File: config.mk
export PLATFORM = sky130hd
export DESIGN_NAME = bus_arbiter
export DESIGN_NICKNAME = d
export VERILOG_FILES = /design/src/rtl/bus_arbiter.sv
export SDC_FILE = /design/constraint.sdc
export NUM_CORES = 1
export LEC_CHECK = 0
export ABC_CLOCK_PERIOD_IN_PS = 5700
export CORE_MARGIN = 2
export CORE_UTILIZATION = 25
export CTS_CLUSTER_DIAMETER = 40
export CTS_CLUSTER_SIZE = 25
export DETAILED_ROUTE_END_ITERATION = 12
export GPL_ROUTABILITY_DRIVEN = 0
export GPL_TIMING_DRIVEN = 0
export HOLD_SLACK_MARGIN = 0.05
export PLACE_DENSITY = 0.71
export SLEW_MARGIN = 20
export SYNTH_ARGS = -nofsm -noshare
export SYNTH_HDL_FRONTEND = slang
export SYNTH_SLANG_ARGS = --single-unit
File: constraint.sdc
create_clock -name clk_i -period 5.7 [get_ports clk_i]
set_input_delay 1.14 -clock clk_i [delete_from_list [all_inputs] [get_ports clk_i]]
set_output_delay 1.14 -clock clk_i [all_outputs]
set_load 0.01 [all_outputs]
File: src/rtl/bus_arbiter.sv
// Two-master (core m0, DMA m1) to single memory port arbiter with a BUSY timeout.
// Define BUS_ARBITER_RR_EN for round-robin tie-breaking; otherwise m0 wins ties.
module bus_arbiter (
  input  logic        clk_i,
  input  logic        rst_i,
  input  logic        m0_req_i,
  input  logic        m0_we_i,
  input  logic [31:0] m0_addr_i,
  input  logic [31:0] m0_wd_i,
  input  logic [3:0]  m0_be_i,
  output logic [31:0] m0_rd_o,
  output logic        m0_ready_o,
  input  logic        m1_req_i,
  input  logic        m1_we_i,
  input  logic [31:0] m1_addr_i,
  input  logic [31:0] m1_wd_i,
  input  logic [3:0]  m1_be_i,
  output logic [31:0] m1_rd_o,
  output logic        m1_ready_o,
  output logic        mem_req_o,
  output logic        mem_we_o,
  output logic [31:0] mem_addr_o,
  output logic [31:0] mem_wd_o,
  output logic [3:0]  mem_be_o,
  input  logic [31:0] mem_rd_i,
  input  logic        mem_ready_i,
  output logic        err_o
);

  typedef enum logic [1:0] {IDLE, BUSY0, BUSY1} state_t;

  state_t      r_state;
  logic        r_we;
  logic [31:0] r_addr;
  logic [31:0] r_wd;
  logic [3:0]  r_be;
  logic [7:0]  r_cnt;

  logic w_busy;
  logic w_done;
  logic w_grant1;

  assign w_busy = (r_state != IDLE);
  assign w_done = w_busy && (mem_ready_i || (r_cnt == 8'hFF));

`ifdef BUS_ARBITER_RR_EN
  logic r_last_grant;
  // On a tie the requester that did not win last time gets the bus.
  assign w_grant1 = m1_req_i && (!m0_req_i || !r_last_grant);
`else
  assign w_grant1 = m1_req_i && !m0_req_i;
`endif

  // r_cnt holds the 1-based index of the current BUSY cycle, so 255 marks BUSY cycle 255.
  always_ff @(posedge clk_i or posedge rst_i) begin
    if (rst_i) begin
      r_state <= IDLE;
      r_we    <= 1'b0;
      r_addr  <= '0;
      r_wd    <= '0;
      r_be    <= '0;
      r_cnt   <= '0;
`ifdef BUS_ARBITER_RR_EN
      r_last_grant <= 1'b1;
`endif
    end else begin
      case (r_state)
        IDLE: begin
          if (m0_req_i || m1_req_i) begin
            r_state <= w_grant1 ? BUSY1 : BUSY0;
            r_we    <= w_grant1 ? m1_we_i   : m0_we_i;
            r_addr  <= w_grant1 ? m1_addr_i : m0_addr_i;
            r_wd    <= w_grant1 ? m1_wd_i   : m0_wd_i;
            r_be    <= w_grant1 ? m1_be_i   : m0_be_i;
            r_cnt   <= 8'd1;
`ifdef BUS_ARBITER_RR_EN
            r_last_grant <= w_grant1;
`endif
          end
        end
        default: begin
          if (w_done) begin
            r_state <= IDLE;
            r_cnt   <= '0;
          end else begin
            r_cnt <= r_cnt + 8'd1;
          end
        end
      endcase
    end
  end

  assign mem_req_o  = w_busy;
  assign mem_we_o   = r_we;
  assign mem_addr_o = r_addr;
  assign mem_wd_o   = r_wd;
  assign mem_be_o   = r_be;

  // Completion (or timeout) is reported combinationally in the cycle it happens.
  assign m0_ready_o = (r_state == BUSY0) && w_done;
  assign m1_ready_o = (r_state == BUSY1) && w_done;
  assign m0_rd_o    = ((r_state == BUSY0) && mem_ready_i) ? mem_rd_i : 32'h0;
  assign m1_rd_o    = ((r_state == BUSY1) && mem_ready_i) ? mem_rd_i : 32'h0;
  assign err_o      = w_busy && (r_cnt == 8'hFF) && !mem_ready_i;

endmodule

; Word-level counts from Yosys, hierarchy flattened
; Cells that the tools add are included.
[classes]
addsub = 1
n_mul = 0
n_div = 0
magnitude_cmp = 0
eq_ne = 4
shift = 0
n_mux = 13
bitwise_logic = 0
n_reduce_logical = 17
[op_table]
columns = op, count
row1 = $mux 32, 4
row2 = $mux 8, 3
row3 = $add 8x1->8 const B, 1
row4 = $eq 8x8->1 const B, 1
row5 = $logic_and 1x1->1, 8
row6 = $mux 2, 4
row7 = $mux 4, 1
row8 = $reduce_and 2->1, 2
row9 = $reduce_bool 2->1, 2
row10 = $eq 2x1->1 const B, 1
row11 = $eq 2x2->1 const B, 1
row12 = $logic_not 1->1, 2
row13 = $logic_not 2->1, 1
row14 = $logic_or 1x1->1, 2
row15 = $ne 2x2->1 const B, 1
row16 = $mux 1, 1
[totals]
register_bits = 79
latchBits = 0
ramBits = 0
romBits = 0
out_inout_bits = 137
elab_cells = 41
n_memories = 0

; Longest topological paths before layout
[logic_depth]
word_depth = 5
mapped_depth = 7
depth_no_buf = 5

; Worst setup path after synthesis
; Ideal clock, no wire load.
[synth_path]
kind = input-to-output
from = input mem_ready_i
to = output m1_rd_o[10]
arrival_ns = 1.732
setup_slack_ns = 2.828
path_stages = 3
path_cell_list = and3b_1 -> clkbuf_1 -> and2_1
[synth_via]
elab_chain_len = 2
[synth_lines]
columns = element, line_no
row1 = "start, declared", 26  ; input logic mem_ready_i,
row2 = $logic_and 1x1->1, 103  ; assign m1_rd_o = ((r_state == BUSY1) && mem_ready_i) ? mem_rd_i : 32'h0;
row3 = $mux 32, 103
row4 = "end, declared", 18  ; output logic [31:0] m1_rd_o,
; Every way passes these cells.

; Worst setup path in the final report
[layout_path]
from = input mem_ready_i
to = output m0_rd_o[28]
[layout_via]
elab_chain_len = 2
[layout_lines]
columns = element, line_no
row1 = $logic_and 1x1->1, 102  ; assign m0_rd_o = ((r_state == BUSY0) && mem_ready_i) ? mem_rd_i : 32'h0;
row2 = $mux 32, 102
row3 = "end, declared", 11  ; output logic [31:0] m0_rd_o,
; Every way passes these cells.

==> run summary <==
The tools report the detailed-router iteration count before antenna repair as 4. The share of cells above drive strength 1 is 8.31%, and the areal power density over the cells is 331 nW/um2. In the finished design, the share of the clock period the worst path needs comes to 73.8%. The synthesized design spends more area on one cell type than any other, namely sky130_fd_sc_hd__dfrtp_1. Required time of the worst setup path: 4.56 ns. The library cells used most frequently in the layout, excluding fill and tap cells, are 311 x sky130_fd_sc_hd__clkdlybuf4s50_1, 79 x sky130_fd_sc_hd__dfrtp_1, 70 x sky130_fd_sc_hd__mux2i_1. The async set-reset flop share out of synthesis came out at 100%. When the netlist entered floorplanning its net count stood at 607.

By instance count, the cell type seen most on the critical path is sky130_fd_sc_hd__clkdlybuf4s50_1. The area added between synthesis and finish was 85.8%. At the end of the flow, the number of nets in the layout was 930. After detailed routing, the total wire length is 15100 um. The slowest stage cell on the critical path is sky130_fd_sc_hd__clkdlybuf4s50_1.

The worst hold-check slack was 0.478 ns; the multi-input logic area was 2100 um2. The number of DRC violations after detailed-routing iteration 0 is 121. Buffers placed on the I/O ports in this run total 311. The filler cell count in the final layout is 1689. Global routing finished with a remaining overflow of 0.

The first global-routing pass estimated 23100 um of wire. In this run, post-CTS hold repair placed 0 buffers. The tools report the clock sink count as 79.

The routed layout has 4242 vias. Setup violations remaining at the end of the flow were counted as 0. In this run, post-CTS repair resized a total of 0 instances.

The tools report the clock root buffer master as sky130_fd_sc_hd__clkbuf_16. The largest single stage delay on the critical path is 0.55 ns. Timing analysis after detailed placement gives a worst setup slack of 1.46 ns. The logs give 0.34 ns for the latest clock arrival within the worst-skew pair and 0.148 mV for the maximum VDD drop. After detailed routing, the number of remaining DRC violations is 0. The headroom to the max-slew limit is 59.6%, and the final setup skew is 0.00526 ns.

Routed length per placed instance: 15.4 um. The element type at the critical path end is an output pin. The final number of hold-violating endpoints was 0.

The number of antenna diodes in the final layout is 0. Leakage power summed over all cells: 3.27 nW. For the critical path arrival, the log shows 3.07 ns. The gate count of the mapped netlist is 431, and the max capacitance violation total is 0.

The number of enable flip-flop cells after synthesis was 0; the number of standard-cell rows in the floorplan was 48. Excluding fillers, the count of instances in the completed layout stands at 983. The overall die area was 18400 um2; the post-CTS setup buffer count was 0. The signal on the critical path passes through clkdlybuf4s50_1 -> and3b_1 -> clkbuf_1 -> and2_1 -> clkdlybuf4s50_1. The most used flip-flop cell after synthesis was sky130_fd_sc_hd__dfrtp_1. Of the post-synthesis cell area, the dominant cell type holds 45.7%. The half-perimeter wire length after detailed placement is 11900 um, and the H-tree depth is 3. Clock tree synthesis inserted a total of 9 buffers. Setup repair after global routing left no endpoint under its margin. The largest net degree at the start of global routing is 51, and the top fanout value on the critical path is 10. In this run the deepest clock path goes through 2 buffers.

After floorplanning, the core was sized to cover 17100 um2. The cell area after synthesis is 4330 um2. The worst setup path is of the primary input to output pin kind. Global routing used 16.5% of the available tracks.

TritonCTS built the clock tree. The tools report the boundary pin count as 312. The run gives 238 MHz as the highest clock frequency the design can meet. The flow ran to the end, and the final reports show no timing, DRC or antenna violations.

The Yosys step of the flow raised 0 warnings. Clock-pin slew was measured on the worst setup and hold paths at 0.06 ns. After synthesis, flip-flops and latches occupy 45.7% of the total area. For the number of antenna violations at the first check in global routing, the log shows 0. The worst path in the final design needs a cycle of 4.21 ns, including I/O delays and setup. Yosys mapped the design onto 35 distinct sky130hd cell types. Counting tap cells, the placed design contains a total of 968 instances. The logs give 0 for the number of max-slew violations in the final report and 25.3% for the starting density of the core. The category of cells accounting for the largest share of critical-path delay is buffers and inverters. At the pin with the least slew margin, the transition time is 0.606 ns.

In the routed layout, each cell is associated on average with a via count of 4.32. The tools report the number of nets still failing antenna checks after routing as 0. Across the whole layout, storage elements account for 1980 um2.

The tools report the number of global-route vias before repair as 4257. Kind of launch point of the worst setup path: a primary input. The average size of a mapped cell was 10.0 um2; the worst path setup slack after routing was 1.49 ns. Summed over all failing endpoints, the final setup total negative slack is 0 ns. From bottom edge to top edge, the die measures 136 um. By area the synthesized netlist is led by sky130_fd_sc_hd__dfrtp_1 46%, sky130_fd_sc_hd__mux2i_1 16%, sky130_fd_sc_hd__and2_1 9.4%.

Class of the most critical hold timing path: flip-flop to flip-flop. The die boundary width was 136 um. Leaving out fill and tap cells, the most frequent cell in the layout is sky130_fd_sc_hd__clkdlybuf4s50_1. Synthesis inferred 79 register bits. The number of buffers and inverters on the critical path is 3.
## report_power, final
group          switching, mW  leakage [nW]  internal (mW)
clock network          0.237         0.139          0.338
logic                  0.520          2.15          0.673
registers              0.123         0.980          0.767
total                  0.881          3.27           1.78
## worst register-to-register path: stages, from the launching register on
cell and delay, ns:
sky130_fd_sc_hd__dfrtp_1 0.41, sky130_fd_sc_hd__ha_1 0.25, sky130_fd_sc_hd__and4_1 0.20, sky130_fd_sc_hd__buf_2 0.15, sky130_fd_sc_hd__a21oi_2 0.26, sky130_fd_sc_hd__nand2_1 0.11, sky130_fd_sc_hd__o211ai_1 0.16
## cell usage after synthesis, drive strengths merged (3+ instances only)
library cell and number:
a21oi 4, a22o 3, and2 65, and3 3, buf 19, clkbuf 11, dfrtp 79, mux2i 70
nand2 77, nand3 4, nor2 3, o21ai 76
## metrics by stage
| stage | power [mW] | cell area, um2 | utilization (%) |
|---|---|---|---|
| 6_report | 2.66 | 8040 | 47.0 |
| 5_1_grt | 2.84 | 8040 | 47.0 |
| 4_1_cts | 2.71 | 8040 | 47.0 |
| 3_5_place_dp | 2.11 | 7750 | 45.3 |
| 3_3_place_gp | 2.10 | 7720 | 45.1 |
| 2_1_floorplan | 1.38 | 4330 | - |
## final cells by class
class                           count  share of cell area, %
Multi-Input combinational cell    320                   26.1
Tap cell                          225                   3.50
Clock buffer                       10                   2.85
Buffer                             30                   3.05
Sequential cell                    79                   24.6
Timing Repair Buffer              312                   39.0
Inverter                            2                  0.124
Clock inverter                      5                  0.747
## registers in the layout, summed over array words and instances (netlist names)
signal      flops
mem_addr_o     32
mem_wd_o       32
r_cnt           8
mem_be_o        4
r_state         2
mem_we_o        1
## cells by family after synthesis
kind of cell,synth area share [%]
AOI/OAI and AO/OA,11.7
xor gates and xnor gates,0.405
muxes,16.2
adders and majority gates,0.289
buffers and inverters,5.84
DFF,45.7
and+or+nand+nor,19.9
## worst paths after layout
| kind | slack, ns | end | from | cells past startpoint |
|---|---|---|---|---|
| worst min register to register | 0.48 | mem_wd_o[12]$_DFFE_PP0P_ | mem_wd_o[12]$_DFFE_PP0P_ | 2 |
| worst max register to register | 4.09 | r_cnt[0]$_DFFE_PP0P_ | r_cnt[0]$_DFFE_PP0P_ | 6 |
| worst max-delay path | 1.49 | m0_rd_o[28] | mem_ready_i | 5 |
| max in group asynchronous | 3.94 | mem_addr_o[9]$_DFFE_PP0P_ | rst_i | 3 |
| min in group asynchronous | 1.16 | mem_addr_o[21]$_DFFE_PP0P_ | rst_i | 2 |
| worst min-delay path | 0.48 | mem_wd_o[12]$_DFFE_PP0P_ | mem_wd_o[12]$_DFFE_PP0P_ | 2 |
## layer usage
metal	GRT usage (%)	up-vias	part of all wire, %
met5	0	-	0
met4	6.37	0	1.9
met3	6.02	15	10
met2	29.5	201	51
met1	17.6	1911	37
li1	-	2115	-
No activity file was read; power rests on OpenSTA's default activity.
